<file path="src/rtl/thresh_mon_pkg.sv">
// Shared definitions for the threshold monitor: FSM state encoding and
// default counter widths.
package thresh_mon_pkg;

    typedef enum logic [1:0] {
        ST_NORMAL  = 2'd0,
        ST_PEND_HI = 2'd1,
        ST_ALARM   = 2'd2,
        ST_PEND_LO = 2'd3
    } mon_state_e;

    localparam int CNT_W_DEF = 4;
    localparam int EVT_W_DEF = 8;

endpackage

</file>
<file path="src/rtl/cmp8.sv">
// Unsigned 8-bit magnitude comparator.
module cmp8 (
    input  logic [7:0] a,
    input  logic [7:0] b,
    output logic       gt,
    output logic       lt
);

    assign gt = (a > b);
    assign lt = (a < b);

endmodule

</file>
<file path="src/rtl/thresh_mon8.sv">
// Debounced high/low threshold alarm: a run of cnt_lim consecutive hits above
// thr_hi raises the alarm, a run below thr_lo clears it.
module thresh_mon8
    import thresh_mon_pkg::*;
#(
    parameter int CNT_W = CNT_W_DEF,
    parameter int EVT_W = EVT_W_DEF
) (
    input  logic             clk,
    input  logic             rst,
    input  logic             in_valid,
    input  logic [7:0]       in_data,
    input  logic [7:0]       thr_hi,
    input  logic [7:0]       thr_lo,
    input  logic [CNT_W-1:0] cnt_lim,
    output logic             alarm,
    output logic             alarm_rise,
    output logic             alarm_fall,
    output logic [CNT_W-1:0] run_cnt,
    output logic [EVT_W-1:0] evt_cnt
);

    mon_state_e       state_q, state_d;
    logic [CNT_W-1:0] run_q, run_d;
    logic [EVT_W-1:0] evt_q, evt_d;
    logic             alarm_q, alarm_d;
    logic             rise_q, rise_d;
    logic             fall_q, fall_d;

    logic             hi_hit, lo_hit;
    logic             hi_lt_unused, lo_gt_unused;
    logic [CNT_W-1:0] lim_eff;
    logic [CNT_W:0]   run_inc;
    logic             lim_one;
    logic             run_done;

    function automatic logic [EVT_W-1:0] sat_inc(input logic [EVT_W-1:0] v);
        return (v == {EVT_W{1'b1}}) ? v : v + EVT_W'(1);
    endfunction

    cmp8 u_cmp_hi (
        .a  (in_data),
        .b  (thr_hi),
        .gt (hi_hit),
        .lt (hi_lt_unused)
    );

    cmp8 u_cmp_lo (
        .a  (in_data),
        .b  (thr_lo),
        .gt (lo_gt_unused),
        .lt (lo_hit)
    );

    // A zero limit would never complete a run, so it behaves as one.
    assign lim_eff  = (cnt_lim == '0) ? CNT_W'(1) : cnt_lim;
    assign lim_one  = (lim_eff == CNT_W'(1));
    assign run_inc  = {1'b0, run_q} + (CNT_W+1)'(1);
    // >= rather than == so a limit lowered mid-run still completes the run.
    assign run_done = (run_inc >= {1'b0, lim_eff});

    always_comb begin
        state_d = state_q;
        run_d   = run_q;
        rise_d  = 1'b0;
        fall_d  = 1'b0;
        if (in_valid) begin
            unique case (state_q)
                ST_NORMAL: begin
                    run_d = '0;
                    if (hi_hit) begin
                        if (lim_one) begin
                            state_d = ST_ALARM;
                            rise_d  = 1'b1;
                        end else begin
                            state_d = ST_PEND_HI;
                            run_d   = CNT_W'(1);
                        end
                    end
                end
                ST_PEND_HI: begin
                    run_d   = '0;
                    state_d = ST_NORMAL;
                    if (hi_hit) begin
                        if (run_done) begin
                            state_d = ST_ALARM;
                            rise_d  = 1'b1;
                        end else begin
                            state_d = ST_PEND_HI;
                            run_d   = run_inc[CNT_W-1:0];
                        end
                    end
                end
                ST_ALARM: begin
                    run_d = '0;
                    if (lo_hit) begin
                        if (lim_one) begin
                            state_d = ST_NORMAL;
                            fall_d  = 1'b1;
                        end else begin
                            state_d = ST_PEND_LO;
                            run_d   = CNT_W'(1);
                        end
                    end
                end
                ST_PEND_LO: begin
                    run_d   = '0;
                    state_d = ST_ALARM;
                    if (lo_hit) begin
                        if (run_done) begin
                            state_d = ST_NORMAL;
                            fall_d  = 1'b1;
                        end else begin
                            state_d = ST_PEND_LO;
                            run_d   = run_inc[CNT_W-1:0];
                        end
                    end
                end
                default: begin
                    state_d = ST_NORMAL;
                    run_d   = '0;
                end
            endcase
        end
    end

    assign evt_d   = rise_d ? sat_inc(evt_q) : evt_q;
    assign alarm_d = (state_d == ST_ALARM) || (state_d == ST_PEND_LO);

    always_ff @(posedge clk) begin
        if (rst) begin
            state_q <= ST_NORMAL;
            run_q   <= '0;
            evt_q   <= '0;
            alarm_q <= 1'b0;
            rise_q  <= 1'b0;
            fall_q  <= 1'b0;
        end else begin
            state_q <= state_d;
            run_q   <= run_d;
            evt_q   <= evt_d;
            alarm_q <= alarm_d;
            rise_q  <= rise_d;
            fall_q  <= fall_d;
        end
    end

    assign alarm      = alarm_q;
    assign alarm_rise = rise_q;
    assign alarm_fall = fall_q;
    assign run_cnt    = run_q;
    assign evt_cnt    = evt_q;

endmodule
</file>
<file path="config.mk">
export PLATFORM = sky130hd
export DESIGN_NAME = thresh_mon8
export DESIGN_NICKNAME = d
export VERILOG_FILES = /design/src/rtl/thresh_mon_pkg.sv /design/src/rtl/cmp8.sv /design/src/rtl/thresh_mon8.sv
export SDC_FILE = /design/constraint.sdc
export NUM_CORES = 1
export LEC_CHECK = 0
export CAP_MARGIN = 0
export CELL_PAD_IN_SITES_DETAIL_PLACEMENT = 0
export CELL_PAD_IN_SITES_GLOBAL_PLACEMENT = 2
export CORE_AREA = 2 2 72 74
export CTS_BUF_LIST = sky130_fd_sc_hd__clkbuf_8
export DETAILED_ROUTE_END_ITERATION = 10
export DIE_AREA = 0 0 74 76
export PLACE_DENSITY_LB_ADDON = 0.2
export RECOVER_POWER = 25
export SYNTH_ARGS = -nofsm -noshare
export SYNTH_HDL_FRONTEND = slang
export SYNTH_SLANG_ARGS = --single-unit
</file>
<file path="constraint.sdc">
create_clock -name clk -period 7.25 [get_ports clk]
set_input_delay 1.45 -clock clk [delete_from_list [all_inputs] [get_ports clk]]
set_output_delay 1.45 -clock clk [all_outputs]
set_load 0.05 [all_outputs]
</file>
* Word-level counts from Yosys, hierarchy flattened *
Cells that the tools add are included.

cells by class
  add/subtract/negate cells = 2
  $lt $le $gt $ge = 3
  equality and inequality tests = 7
  muxes and demuxes = 27
  bitwise gates (word level) = 2
  reduce and logical (&&, ||, !) cells = 5

operators by type and width
  kind                                           number
  2-to-1 mux 2 bit                               9
  2-to-1 mux 4 bit                               4
  case mux 4 bit (4 select lines)                1
  2-to-1 mux 1 bit                               10
  adder 8 x 1 -> 8 bit, second input constant    1
  == test 2 bit, second input constant           4
  == test 8 bit, second input constant           1
  > comparator 8 bit                             1
  < comparator 8 bit                             1
  case mux 2 bit (4 select lines)                1
  adder 4 x 1 -> 5 bit, second input constant    1
  >= comparator 5 x 4 -> 1 bit                   1
  == test 4 x 1 -> 1 bit, second input constant  1
  zero test 4 bit                                1
  case mux 1 bit (2 select lines)                2
  == test 2 x 1 -> 1 bit, second input constant  1
  zero test 2 bit                                1
  NOT 1 bit                                      2
  AND reduction 2 bit                            1
  OR reduction 2 bit                             1
  logical OR 1 bit                               1

word-level totals
  register bits after elaboration = 17
  input port bits = 31
  output and inout port bits = 15
  logic and storage cells = 52

* Longest topological paths before layout *
Gate-level depths: netlist of the first run.

  word-level depth = 9
  depth in mapped cells = 10
  depth with buffers taken out = 9

* By module *
Synthesis of the first run repeated with hierarchy kept, for this count alone.

unflattened totals
  cells, all modules = 172
  area total of the unflattened synthesis = 1423.9 µm²

modules (own cells, without submodules)
  module       instances  cells an instance  area each (µm²)  sequential area each (µm²)
  thresh_mon8  1          114                1001.0           340.3
  cmp8         2          29                 211.5            0.0

* Worst setup path before layout of the first run *
Ideal clock, no wire load.

  path type = input -> register
  start = input cnt_lim[3]
  end = register evt_q[7], in the netlist evt_cnt[7]
  arrival time = 3344 ps
  data required time = 7127 ps
  path slack = 3783 ps
  stages = 10
  cells stage by stage = nor3_1 or2_2 ha_1 nand2b_1 a211oi_1 o2111ai_1 nand4_1 buf_2 nor3_1 mux2_1

on the way
  word-level cells in the longest chain between the ends = 8
  elaborated cells between the ends (all ways) = 11

RTL lines
  item                                                                    line                                  RTL
  start, declared                                                         thresh_mon8.sv:15                     input logic [CNT_W-1:0] cnt_lim,
  zero test 4 bit                                                         thresh_mon8.sv:56                     assign lim_eff = (cnt_lim == '0) ? CNT_W'(1) : cnt_lim;
  2-to-1 mux 4 bit (*)                                                    thresh_mon8.sv:56
  >= comparator 5 x 4 -> 1 bit or == test 4 x 1 -> 1 bit (tied branches)  thresh_mon8.sv:60, thresh_mon8.sv:57
  2-to-1 mux 1 bit, on equally long branches                              thresh_mon8.sv:85, thresh_mon8.sv:72
  2-to-1 mux 1 bit, on equally long branches                              thresh_mon8.sv:84, thresh_mon8.sv:71
  case mux 1 bit (2 select lines) (*)                                     thresh_mon8.sv:68                     unique case (state_q)
  2-to-1 mux 1 bit (*)                                                    thresh_mon8.sv:67                     if (in_valid) begin
  AND reduction 2 bit (no source line) (*)                                --
  end signal, assigned                                                    thresh_mon8.sv:141                    evt_q <= evt_d;
  end, declared                                                           thresh_mon8.sv:25                     logic [EVT_W-1:0] evt_q, evt_d;

Mark *: on every way between the ends. The rest lies on a longest branch, timed or not.
A chain may end at the register's enable or synchronous reset.

* Worst setup path in the final report of the first run *
  start = input cnt_lim[2]
  end = register evt_q[4], in the netlist evt_cnt[4]

Same word-level chain as after synthesis.

==> key figures, run 1 <==
Run status
  • Run status: completed

Critical path
  • Delay-heaviest family, CP: simple AND/OR/NAND/NOR gates
  • Kind of critical path: in -> reg
  • Critical Path Max Stage Delay: slightly above 0.6 ns
  • Crit. End Element: register
  • Slowest CP cell: or4_1
  • RR Endpoint: evt_cnt[4]
  • Worst path required time: ~7.4 ns
  • CP bufs+invs: 1
  • Worst reg2reg path depth: 8
  • Worst setup SP type: primary input
  • Arr. time, crit path: 4.34 ns
  • R2R setup slack: between 4 and 5 ns
  • Reg-to-Reg Start: run_cnt[0]
  • CP cell instances: clkdlybuf4s50_1 -> nor3_1 -> or2_2 -> ha_1 -> nand2b_1 -> a211oi_1 -> o2111ai_1 -> nand4_1 -> or4_1 -> a21oi_1
  • Largest fanout on the critical path: 15

Floorplan
  • Die width: 74 um
  • I/O pin total: 46
  • Core area: around 4900 um2
  • Die Y: between 70 and 80 um
  • Die area: 5620 um2
  • Row Count: 26
  • Initial Util: a little over a quarter

Routing
  • Routed length per instance: 11.1 um
  • Top sig layer: met4
  • Vias per inst: around 4.8
  • Met2 WL: 1550 um
  • Metal1 wirelength: between 1000 and 1500 um
  • Routed wl met3: roughly 110 um
  • Via count: between 1000 and 1500
  • Antenna-violating nets left: 0
  • Post-route DRC: 0
  • TritonRoute pass-1 iters: 2
  • Drt first-iter violations: 26
  • Post-Route WL: between 3000 and 4000 um

Clocking
  • Root buffer cell: clkbuf_8
  • Setup bufs post-CTS: 0
  • # hold bufs at CTS: 0
  • CTS tree: yes
  • H-tree depth: 1
  • Clock net sink count: 17
  • CTS Buf Count: 3
  • Worst-skew pair later-pin latency: ~0.25 ns
  • Clock-pin slew on the worst setup and hold paths: 0.07 ns
  • Post_cts resized: 0
  • Max clock buf depth: 2

Synth
  • EDFF count, synth: 0
  • Adder-cell share of the synthesized area: between 20 and 25%
  • Syn_nets: between 200 and 250
  • Synth area leaders: dfxtp_1 26%, ha_1 20%, a21oi_1 6.5%, inv_1 6.3%, o31ai_1 3.5%
  • Post-Synthesis Cells: 160
  • Synthesized area per cell: about 8.2 um2
  • Top cells by count, synth: 22 x inv_1, 21 x ha_1, 17 x a21oi_1, 17 x dfxtp_1
  • Most frequent cell after synthesis: inv_1
  • Largest area contributor in the netlist: dfxtp_1
  • Sequential-to-total area share from yosys stat: between 20% and 30%
  • Ys Warns: 0
  • Synth Area in Compound Gates: between 10% and 20%
  • Synth Cell Area: between 1000 and 1500 um2
  • Top FF cell, synth: dfxtp_1
  • Main combinational cell family by area after synthesis: simple AND/OR/NAND/NOR gates
  • Asr flop ratio synth: 0%
  • XOR/XNOR Fraction of Synth Area: under 10%
  • Synth top area share: 26.1%
  • Multiplexer share of the synthesized area: less than 1%
  • Synth Area in Simple Gates: about a quarter
  • Netlist cell types: 36
  • Synth Register Bits: 17

Place
  • Hpwl dp: roughly 2500 um
  • PortBufs: 45
  • Final GP Congestion: ~0.75

Timing
  • Max-slew headroom: between 50% and 60%
  • Unrepaired setup endpoints after global routing: false
  • Final setup vio count: 0
  • Post-Route Skew: approximately 0.0023 ns
  • Final Critical Period: 4.17 ns
  • Setup TNS: 0 ns
  • Worst Tran Pin Value: 0.615 ns
  • Final worst path period share: around 58%
  • Endpoints failing hold: 0
  • Pins over their slew limit: 0
  • Max Freq: 240 MHz

Power
  • Gate power share: between 20% and 30%
  • Sw power: between 0.06 and 0.07 mW
  • PD cells: ~120 nW/um2
  • Sw Share: between 20 and 30%
  • Clock Power Share: between 30% and 40%
  • Worst vdd ir: 45.0 uV
  • Leakage power: between 0.7 and 0.8 nW
  • Total Power: roughly 0.23 mW
  • Sequential power share: approximately 43%
  • Internal power: 0.162 mW

Cells and area
  • Nets: between 200 and 300
  • Number of antenna diodes: 0
  • Share of layout cells above drive strength 1: ~2.5%
  • Storage cell area: 340 um2
  • Multi-input logic area: 853 um2
  • Final Util: between 30% and 40%
  • Syn-to-layout area delta: 42.5%
  • Layout fillers: approximately 530

Flow run
  • MaxCap Viol Count: 0

Global route
  • GRT Residual Overflow: 0
  • Initial antenna violation count: 0
  • First-pass GRT wire length: 5490 um
  • Total track usage: between 10% and 20%
  • Vias in the first global route: 1300
  • Largest net degree at the start of global routing: 18

Min path
  • Min-delay src: evt_cnt[6]
  • Worst hold endpoint: evt_cnt[6]
  • Worst Hold Depth: 2
  • Worst hold path type: reg -> reg
## cells in the final DEF, fill, tap and decap left out, types with 4 or more instances in the layout
cell	count
or4_1	5
dfxtp_1	17
nand2b_1	6
ha_1	21
clkdlybuf4s50_1	37
nand4_1	7
inv_1	23
o21ai_1	4
nand2_1	5
dlygate4sd3_1	8
a21oi_1	17
nand3_1	7
o31ai_1	6
## stage by stage
step / instance area [um2] / worst slack (ns) / hold WS [ns] / cells
global placement: 1810 / 2.93 / 0.481 / 269
global route: 1860 / 2.85 / 0.535 / 273
finish: 1860 / 3.08 / 0.489 / 273
detailed placement: 1810 / 2.83 / 0.485 / 269
floorplan: 1310 / 3.78 / 0.473 / 160
CTS: 1860 / 3.09 / 0.497 / 273
## worst max path at each step
stage / endpoint / cells past startpoint / from / slack (ns)
2_1_floorplan: evt_cnt[7] / 10 / cnt_lim[3] / 3.78
3_3_place_gp: evt_cnt[6] / 10 / cnt_lim[3] / 2.93
3_5_place_dp: evt_cnt[4] / 10 / cnt_lim[2] / 2.83
4_1_cts: evt_cnt[4] / 10 / cnt_lim[2] / 3.09
5_1_grt: evt_cnt[6] / 10 / cnt_lim[3] / 2.85
6_report: evt_cnt[4] / 10 / cnt_lim[2] / 3.08
## flip-flops by register name, indices dropped and copies added, names as in the netlist
signal and count:
alarm_rise 1, alarm_fall 1, alarm 1, evt_cnt 8
run_cnt 4, state_q 2
## power by group through the flow
stage	clock network, mW	logic (mW)	registers [mW]
finish	0.0708	0.0591	0.0965
global route	0.0763	0.0672	0.0967
CTS	0.0739	0.0599	0.0965
detailed placement	0	0.0597	0.0987
global placement	0	0.0584	0.0986
floorplan	0	0.0318	0.101
## per-layer routing
metal / GRT usage, % / vias to the layer above
met4: 3.82 / 0
met5: 0 / -
met3: 1.59 / 5
met1: 14.1 / 596
met2: 20.9 / 28
li1: - / 670
## kinds of logic (layout without fill, tap and decap cells)
logic type      Yosys count  count (layout)
flops                    17              17
buf+inv                  28              71
mux                       1               1
fa+ha+maj                21              21
xor+xnor                  2               2
simple gates             52              52
compound gates           39              39
## worst register-to-register path, stage by stage (launching register included)
cell,delay [ns]
dfxtp_1,0.45
ha_1,0.22
xor2_1,0.22
ha_1,0.20
a211oi_1,0.06
o2111ai_1,0.36
nand4_1,0.51
or4_1,0.62
a21oi_1,0.16
## area by class of cell
type,count,share of cell area (%)
Tap cell,70,4.71
Inverter,22,4.44
Timing Repair Buffer,45,24.2
Clock buffer,3,2.22
Clock inverter,1,0.202
Multi-Input combinational cell,115,45.9
Sequential cell,17,18.3
(Power assumes the default switching activity.)
==> inputs of run 2 (changes only) <==
--- a/config.mk
+++ b/config.mk
@@ -8,10 +8,10 @@
 export CAP_MARGIN = 0
 export CELL_PAD_IN_SITES_DETAIL_PLACEMENT = 0
 export CELL_PAD_IN_SITES_GLOBAL_PLACEMENT = 2
-export CORE_AREA = 2 2 72 74
+export CORE_AREA = 2 2 74 76
 export CTS_BUF_LIST = sky130_fd_sc_hd__clkbuf_8
 export DETAILED_ROUTE_END_ITERATION = 10
-export DIE_AREA = 0 0 74 76
+export DIE_AREA = 0 0 76 78
 export PLACE_DENSITY_LB_ADDON = 0.2
 export RECOVER_POWER = 25
 export SYNTH_ARGS = -nofsm -noshare
==> constraint.sdc (replaced) <==
create_clock -name clk -period 4 [get_ports clk]
set_input_delay 0.8 -clock clk [delete_from_list [all_inputs] [get_ports clk]]
set_output_delay 0.8 -clock clk [all_outputs]
set_load 0.05 [all_outputs]
==> run 2 against run 1 <==
  * Register-to-register slack worse by 3.0 ns
  * Routed wire length is 9.2% higher
  * Hold slack improved by 0.0070 ns
  * Sequential share of layout area shrank 0.074 points
  * Count of clock-buffer cells in the layout unchanged
  * Non-clock buffer count grew 1
  * Via count fell by 1.6%
  * Die area up 5.4%
  * Final cell count rose by 0.37%
==> key figures, run 2 (synthesis results as in run 1) <==
Clocking
  • CTS Buf Count: 3 (unchanged)
  • Clock-pin slew on the worst setup and hold paths: 0.06 ns (about the same)
  • Post_cts resized: 0 (unchanged)
  • CTS tree: yes
  • Max clock buf depth: 2 (unchanged)
  • Worst-skew pair later-pin latency: 0.25 ns (about the same)
  • H-tree depth: 1 (unchanged)
  • Root buffer cell: clkbuf_8
  • Setup bufs post-CTS: 0 (unchanged)
  • Clock net sink count: 17 (unchanged)
  • # hold bufs at CTS: 0 (unchanged)

Routing
  • Routed length per instance: 12.0 um (+8.8%)
  • Routed wl met3: 158 um (+44%)
  • Antenna-violating nets left: 0 (unchanged)
  • Post-route DRC: 0 (unchanged)
  • Metal1 wirelength: 1540 um (+18%)
  • Drt first-iter violations: 26 (unchanged)
  • Via count: 1278 (-1.6%)
  • Top sig layer: met4
  • Met2 WL: 1590 um (+2.2%)
  • Post-Route WL: 3300 um (+9.2%)
  • TritonRoute pass-1 iters: 4 (+2)
  • Vias per inst: 4.66 (-2.0%)

Cells and area
  • Number of flip-flops in the largest register: 8 (unchanged)
  • Cell area after layout: 1870 um2 (+0.40%)
  • Final Util: 37.0% (-0.83 points)
  • Commonest non-fill, non-tap cells in the layout: 37 x clkdlybuf4s50_1, 23 x inv_1, 21 x ha_1
  • Share of layout cells above drive strength 1: 2.94% (+0.48 points)
  • Post-Layout Cell Count: 274 (+0.37%)
  • Commonest non-fill, non-tap cell in the layout: clkdlybuf4s50_1
  • Syn-to-layout area delta: 43.0%
  • Nets: 257 (+0.39%)
  • Layout fillers: 519 (-1.7%)
  • Number of antenna diodes: 0 (unchanged)

Critical path
  • Critical Path Max Stage Delay: 0.49 ns (-0.13 ns)
  • CP bufs+invs: 2 (+1)
  • Slowest CP cell: clkdlybuf4s50_1
  • CP cell instances: clkdlybuf4s50_1 -> nor3_1 -> or2_2 -> ha_1 -> nand2b_1 -> a211oi_1 -> o2111ai_1 -> nand4_1 -> buf_4 -> nor3_1 -> mux2_1
  • CP dominant cell by count: nor3_1
  • Arr. time, crit path: 3.36 ns (-0.98 ns)
  • CP Launch Point: cnt_lim[3]
  • Kind of critical path: in -> reg
  • Crit. End Element: register
  • Largest fanout on the critical path: 15 (unchanged)
  • Delay-heaviest family, CP: simple AND/OR/NAND/NOR gates
  • Worst setup SP type: primary input
  • Reg-to-Reg Start: run_cnt[0]
  • Worst path required time: 4.13 ns (-3.29 ns)

Floorplan
  • Die area: 5930 um2 (+5.4%)
  • I/O pin total: 46 (unchanged)
  • Die Y: 78 um (+2.6%)
  • Die width: 76 um (+2.7%)
  • Initial Util: 25.9% (-0.69 points)
  • Row Count: 26 (unchanged)
  • Core area: 5040 um2 (+2.6%)

Power
  • Total Power: 0.407 mW (+80%)
  • PD cells: 218 nW/um2 (+79%)
  • Worst vdd ir: 110 uV (+140%)
  • Leakage power: 0.780 nW (+0.55%)

Timing
  • Max-slew headroom: 56.9% (-2.0 points)
  • Setup TNS: 0 ns (unchanged)
  • Endpoints failing hold: 0 (unchanged)
  • Final Critical Period: 3.23 ns
  • Post-Route Skew: 0.00214 ns (-0.000129 ns)
  • Unrepaired setup endpoints after global routing: false
  • Final setup vio count: 0 (unchanged)
  • Pins over their slew limit: 0 (unchanged)
  • Max Freq: between 300 and 400 MHz
  • Final worst path period share: between 80% and 90%
  • Worst Tran Pin Value: 0.645 ns (+0.0292 ns)

Global route
  • Vias in the first global route: 1292 (-0.62%)
  • Initial antenna violation count: 0 (unchanged)
  • GRT Residual Overflow: 0 (unchanged)
  • Largest net degree at the start of global routing: 18 (unchanged)
  • First-pass GRT wire length: 5740 um (+4.6%)
  • Total track usage: 11.7% (-0.026 points)

Flow run
  • MaxCap Viol Count: 0 (unchanged)

Place
  • Placement Cell Area: 1820 um2 (+0.41%)
  • Final GP Congestion: 0.793 (+6.1%)
  • Hpwl dp: 2690 um (+6.8%)
  • Dpl cells: 270 (+0.37%)
  • PortBufs: 45 (unchanged)

Min path
  • Min-delay src: evt_cnt[5]
  • Worst hold path type: reg -> reg

Run status
  • Run status: completed
[run 2: cell count changes in the layout (fill, tap and decap cells not counted), sizes merged]
cell / before / now
buf: 0 / 1
[run 2: power by group]
group	internal [mW]	leakage, nW	switching [mW]	total [mW]
registers	0.172	0.137	0.00318	0.175
logic	0.0544	0.616	0.0546	0.109
clock network	0.0680	0.0269	0.0555	0.123
total	0.294	0.780	0.113	0.407
[run 2: final cells by class]
type | count | area [um2] | area share (%)
Clock buffer | 3 | 41.3 | 2.21
Clock inverter | 1 | 3.75 | 0.201
Inverter | 22 | 82.6 | 4.42
Multi-Input combinational cell | 115 | 853 | 45.7
Sequential cell | 17 | 340 | 18.2
Tap cell | 70 | 87.6 | 4.69
Timing Repair Buffer | 46 | 458 | 24.5
[run 2: worst paths after layout]
kind                                   end  slack (ns)  cells after the start
worst max-delay path            evt_cnt[7]        0.77                     11
worst min-delay path            evt_cnt[5]        0.50                      2
worst max register to register  evt_cnt[5]        1.41                      9
worst min register to register  evt_cnt[5]        0.50                      2
[run 2: per-layer routing]
layer  track usage, %  vias up
met5                0        -
met4             1.64        0
met3             3.37        2
met2             21.7       28
met1             13.7      576
li1                 -      672
[run 2: per-stage QoR]
step | setup WS, ns | hold slack (ns)
4_1_cts | 0.760 | 0.499
2_1_floorplan | 1.18 | 0.473
6_report | 0.772 | 0.496
3_5_place_dp | 0.532 | 0.487
5_1_grt | 0.572 | 0.540
3_3_place_gp | 0.615 | 0.484
[run 2: worst reg2reg max path, delay by kind of cell (launching register included)]
kind	cells	cell delay (ns)
flip-flops	1	0.46
AO/OA/AOI/OAI	3	0.55
adder cells (fa/ha/maj)	2	0.45
XOR/XNOR	1	0.24
buffers and inverters	1	0.21
AND/OR/NAND/NOR	2	0.62
==> inputs of run 3 (changes only) <==
--- a/config.mk
+++ b/config.mk
@@ -8,10 +8,10 @@
 export CAP_MARGIN = 0
 export CELL_PAD_IN_SITES_DETAIL_PLACEMENT = 0
 export CELL_PAD_IN_SITES_GLOBAL_PLACEMENT = 2
-export CORE_AREA = 2 2 74 76
+export CORE_AREA = 2 2 79 81
 export CTS_BUF_LIST = sky130_fd_sc_hd__clkbuf_8
 export DETAILED_ROUTE_END_ITERATION = 10
-export DIE_AREA = 0 0 76 78
+export DIE_AREA = 0 0 81 83
 export PLACE_DENSITY_LB_ADDON = 0.2
 export RECOVER_POWER = 25
 export SYNTH_ARGS = -nofsm -noshare
==> constraint.sdc (replaced) <==
create_clock -name clk -period 2.8 [get_ports clk]
set_input_delay 0.56 -clock clk [delete_from_list [all_inputs] [get_ports clk]]
set_output_delay 0.56 -clock clk [all_outputs]
set_load 0.05 [all_outputs]
==> run 3 against run 2 <==
  * Critical path depth fell by 1
  * Final cell count rose by 8.0%
  * Global-route usage fell by 0.75 points
  * Register-to-register slack got worse by 1.1 ns
  * Utilization fell by 1.8 points
  * Clock skew rose by 0.0029 ns
  * Largest cell class unchanged
  * Highest routed layer unchanged
==> key figures, run 3 (synthesis results as in run 1) <==
Global route
  • GRT Residual Overflow: 0 (unchanged)
  • Largest net degree at the start of global routing: 13 (-5)
  • Total track usage: 11.0% (-0.75 points)
  • First-pass GRT wire length: 5950 um (+3.7%)
  • Initial antenna violation count: 0 (unchanged)
  • Vias in the first global route: 1341 (+3.8%)

Floorplan
  • Row Count: 28 (+7.7%)
  • Die width: 81 um (+6.6%)
  • Die area: 6720 um2 (+13%)
  • I/O pin total: 46 (unchanged)
  • Die Y: 83 um (+6.4%)
  • Initial Util: 22.4% (-3.4 points)
  • Core area: 5820 um2 (+15%)

Timing
  • Worst setup margin: 0.132 ns (-0.639 ns)
  • Final worst path period share: between 90% and 100%
  • Pins over their slew limit: 0 (unchanged)
  • Unrepaired setup endpoints after global routing: false
  • Endpoints failing hold: 0 (unchanged)
  • Post-Route Skew: 0.00507 ns (+0.00293 ns)
  • Max Freq: ~370 MHz
  • Final Critical Period: 2.67 ns
  • Worst Tran Pin Value: 0.514 ns (-0.131 ns)
  • Final setup vio count: 0 (unchanged)
  • Max-slew headroom: 65.6% (+8.7 points)

Routing
  • TritonRoute pass-1 iters: 5 (+1)
  • Drt first-iter violations: 69 (+170%)
  • Post-route DRC: 0 (unchanged)
  • Via count: 1395 (+9.2%)
  • Routed length per instance: 12.1 um (+0.56%)
  • Vias per inst: 4.71 (+1.0%)
  • Antenna-violating nets left: 0 (unchanged)
  • Post-Route WL: 3590 um (+8.6%)

Cells and area
  • Number of antenna diodes: 0 (unchanged)
  • Nets: 274 (+6.6%)
  • Commonest non-fill, non-tap cells in the layout: 34 x clkdlybuf4s50_1, 22 x inv_1, 20 x ha_1
  • Cell area after layout: 2050 um2 (+9.9%)
  • Share of layout cells above drive strength 1: 14.9% (+12 points)
  • Post-Layout Cell Count: 296 (+8.0%)
  • Number of flip-flops in the largest register: 8 (unchanged)
  • Commonest non-fill, non-tap cell in the layout: clkdlybuf4s50_1
  • Syn-to-layout area delta: 57.1%

Clocking
  • # hold bufs at CTS: 0 (unchanged)
  • CTS Buf Count: 3 (unchanged)
  • Max clock buf depth: 2 (unchanged)
  • Worst-skew pair later-pin latency: 0.25 ns (about the same)
  • Root buffer cell: clkbuf_8
  • H-tree depth: 1 (unchanged)
  • Clock net sink count: 17 (unchanged)
  • Clock-pin slew on the worst setup and hold paths: 0.07 ns (about the same)
  • CTS tree: yes

Critical path
  • Critical Path Max Stage Delay: 0.47 ns (-0.02 ns)
  • Arr. time, crit path: 2.86 ns (-0.50 ns)
  • Worst setup SP type: primary input
  • Delay-heaviest family, CP: simple AND/OR/NAND/NOR gates
  • Worst path required time: 2.99 ns (-1.14 ns)
  • Crit. End Element: register
  • CP cell instances: clkdlybuf4s50_1 -> or2_4 -> ha_4 -> nand2b_4 -> a211oi_2 -> o2111ai_2 -> nand4_1 -> buf_6 -> or4_4 -> a21oi_2
  • Largest fanout on the critical path: 6 (-9)
  • CP bufs+invs: 2 (unchanged)
  • Kind of critical path: in -> reg
  • Slowest CP cell: or4_4

Place
  • PortBufs: 45 (unchanged)
  • Final GP Congestion: 0.763 (-3.8%)
  • Placement Cell Area: 1940 um2 (+6.5%)
  • Setup WS pre-CTS: -0.320 ns (-0.852 ns)
  • Dpl cells: 290 (+7.4%)
  • Hpwl dp: 2950 um (+9.8%)

Power
  • Leakage power: 0.873 nW (+12%)
  • Worst vdd ir: 170 uV (+55%)
  • PD cells: 307 nW/um2 (+40%)

Run status
  • Run status: completed

Flow run
  • MaxCap Viol Count: 0 (unchanged)

Min path
  • Worst hold path type: reg -> reg
-- run 3: power by group --
group | internal, mW | switching, mW
Sequential | 0.245 | 0.00503
Combinational | 0.105 | 0.0872
Clock | 0.0988 | 0.0875
Total | 0.449 | 0.180
-- run 3: final timing paths --
kind         startpoint  slack [ns]         end  cells past startpoint
max          cnt_lim[0]        0.13  evt_cnt[3]                     10
min          evt_cnt[5]        0.50  evt_cnt[5]                      2
max reg2reg  run_cnt[0]        0.27  evt_cnt[3]                      9
min reg2reg  evt_cnt[5]        0.50  evt_cnt[5]                      2
-- run 3: area by class of cell --
| cell class | count | area [um2] |
|---|---|---|
| Sequential cell | 17 | 340 |
| Clock buffer | 3 | 41.3 |
| Inverter | 22 | 82.6 |
| Tap cell | 75 | 93.8 |
| Clock inverter | 1 | 5.00 |
| Fill cell | 617 | 3760 |
| Multi-Input combinational cell | 115 | 905 |
| Timing Repair Buffer | 63 | 583 |
-- run 3: per-stage QoR --
stage	TNS, ns	total power, mW	hold slack, ns	utilization [%]
after floorplan	0	0.344	0.473	-
after global placement	-2.07	0.435	0.485	33.4
after detailed placement	-2.89	0.438	0.499	33.4
after CTS	0	0.628	0.510	34.4
after global routing	0	0.668	0.524	35.3
final	0	0.629	0.503	35.3
-- run 3: layer usage --
layer	wire, um	share of wire (%)	GRT usage (%)	up-vias
li1	-	-	-	704
met1	1510	42	13.1	647
met2	1880	52	19.5	40
met3	142	4.0	1.41	4
met4	57	1.6	4.16	0
met5	0	0	0	-
-- run 3: what timing repair did --
item / 4_1_cts / 5_1_grt
buffers inserted: 1 / 0
endpoints found under the setup margin: 6 / 11
pin swaps: 4 / 3
cloned: 1 / 0
resized for setup: 4 / 10
-- run 3: tightest hold or removal path: stages (launching register included) --
cell	delay, ns
dfxtp_1	0.34
o31ai_1	0.07
a21oi_1	0.05
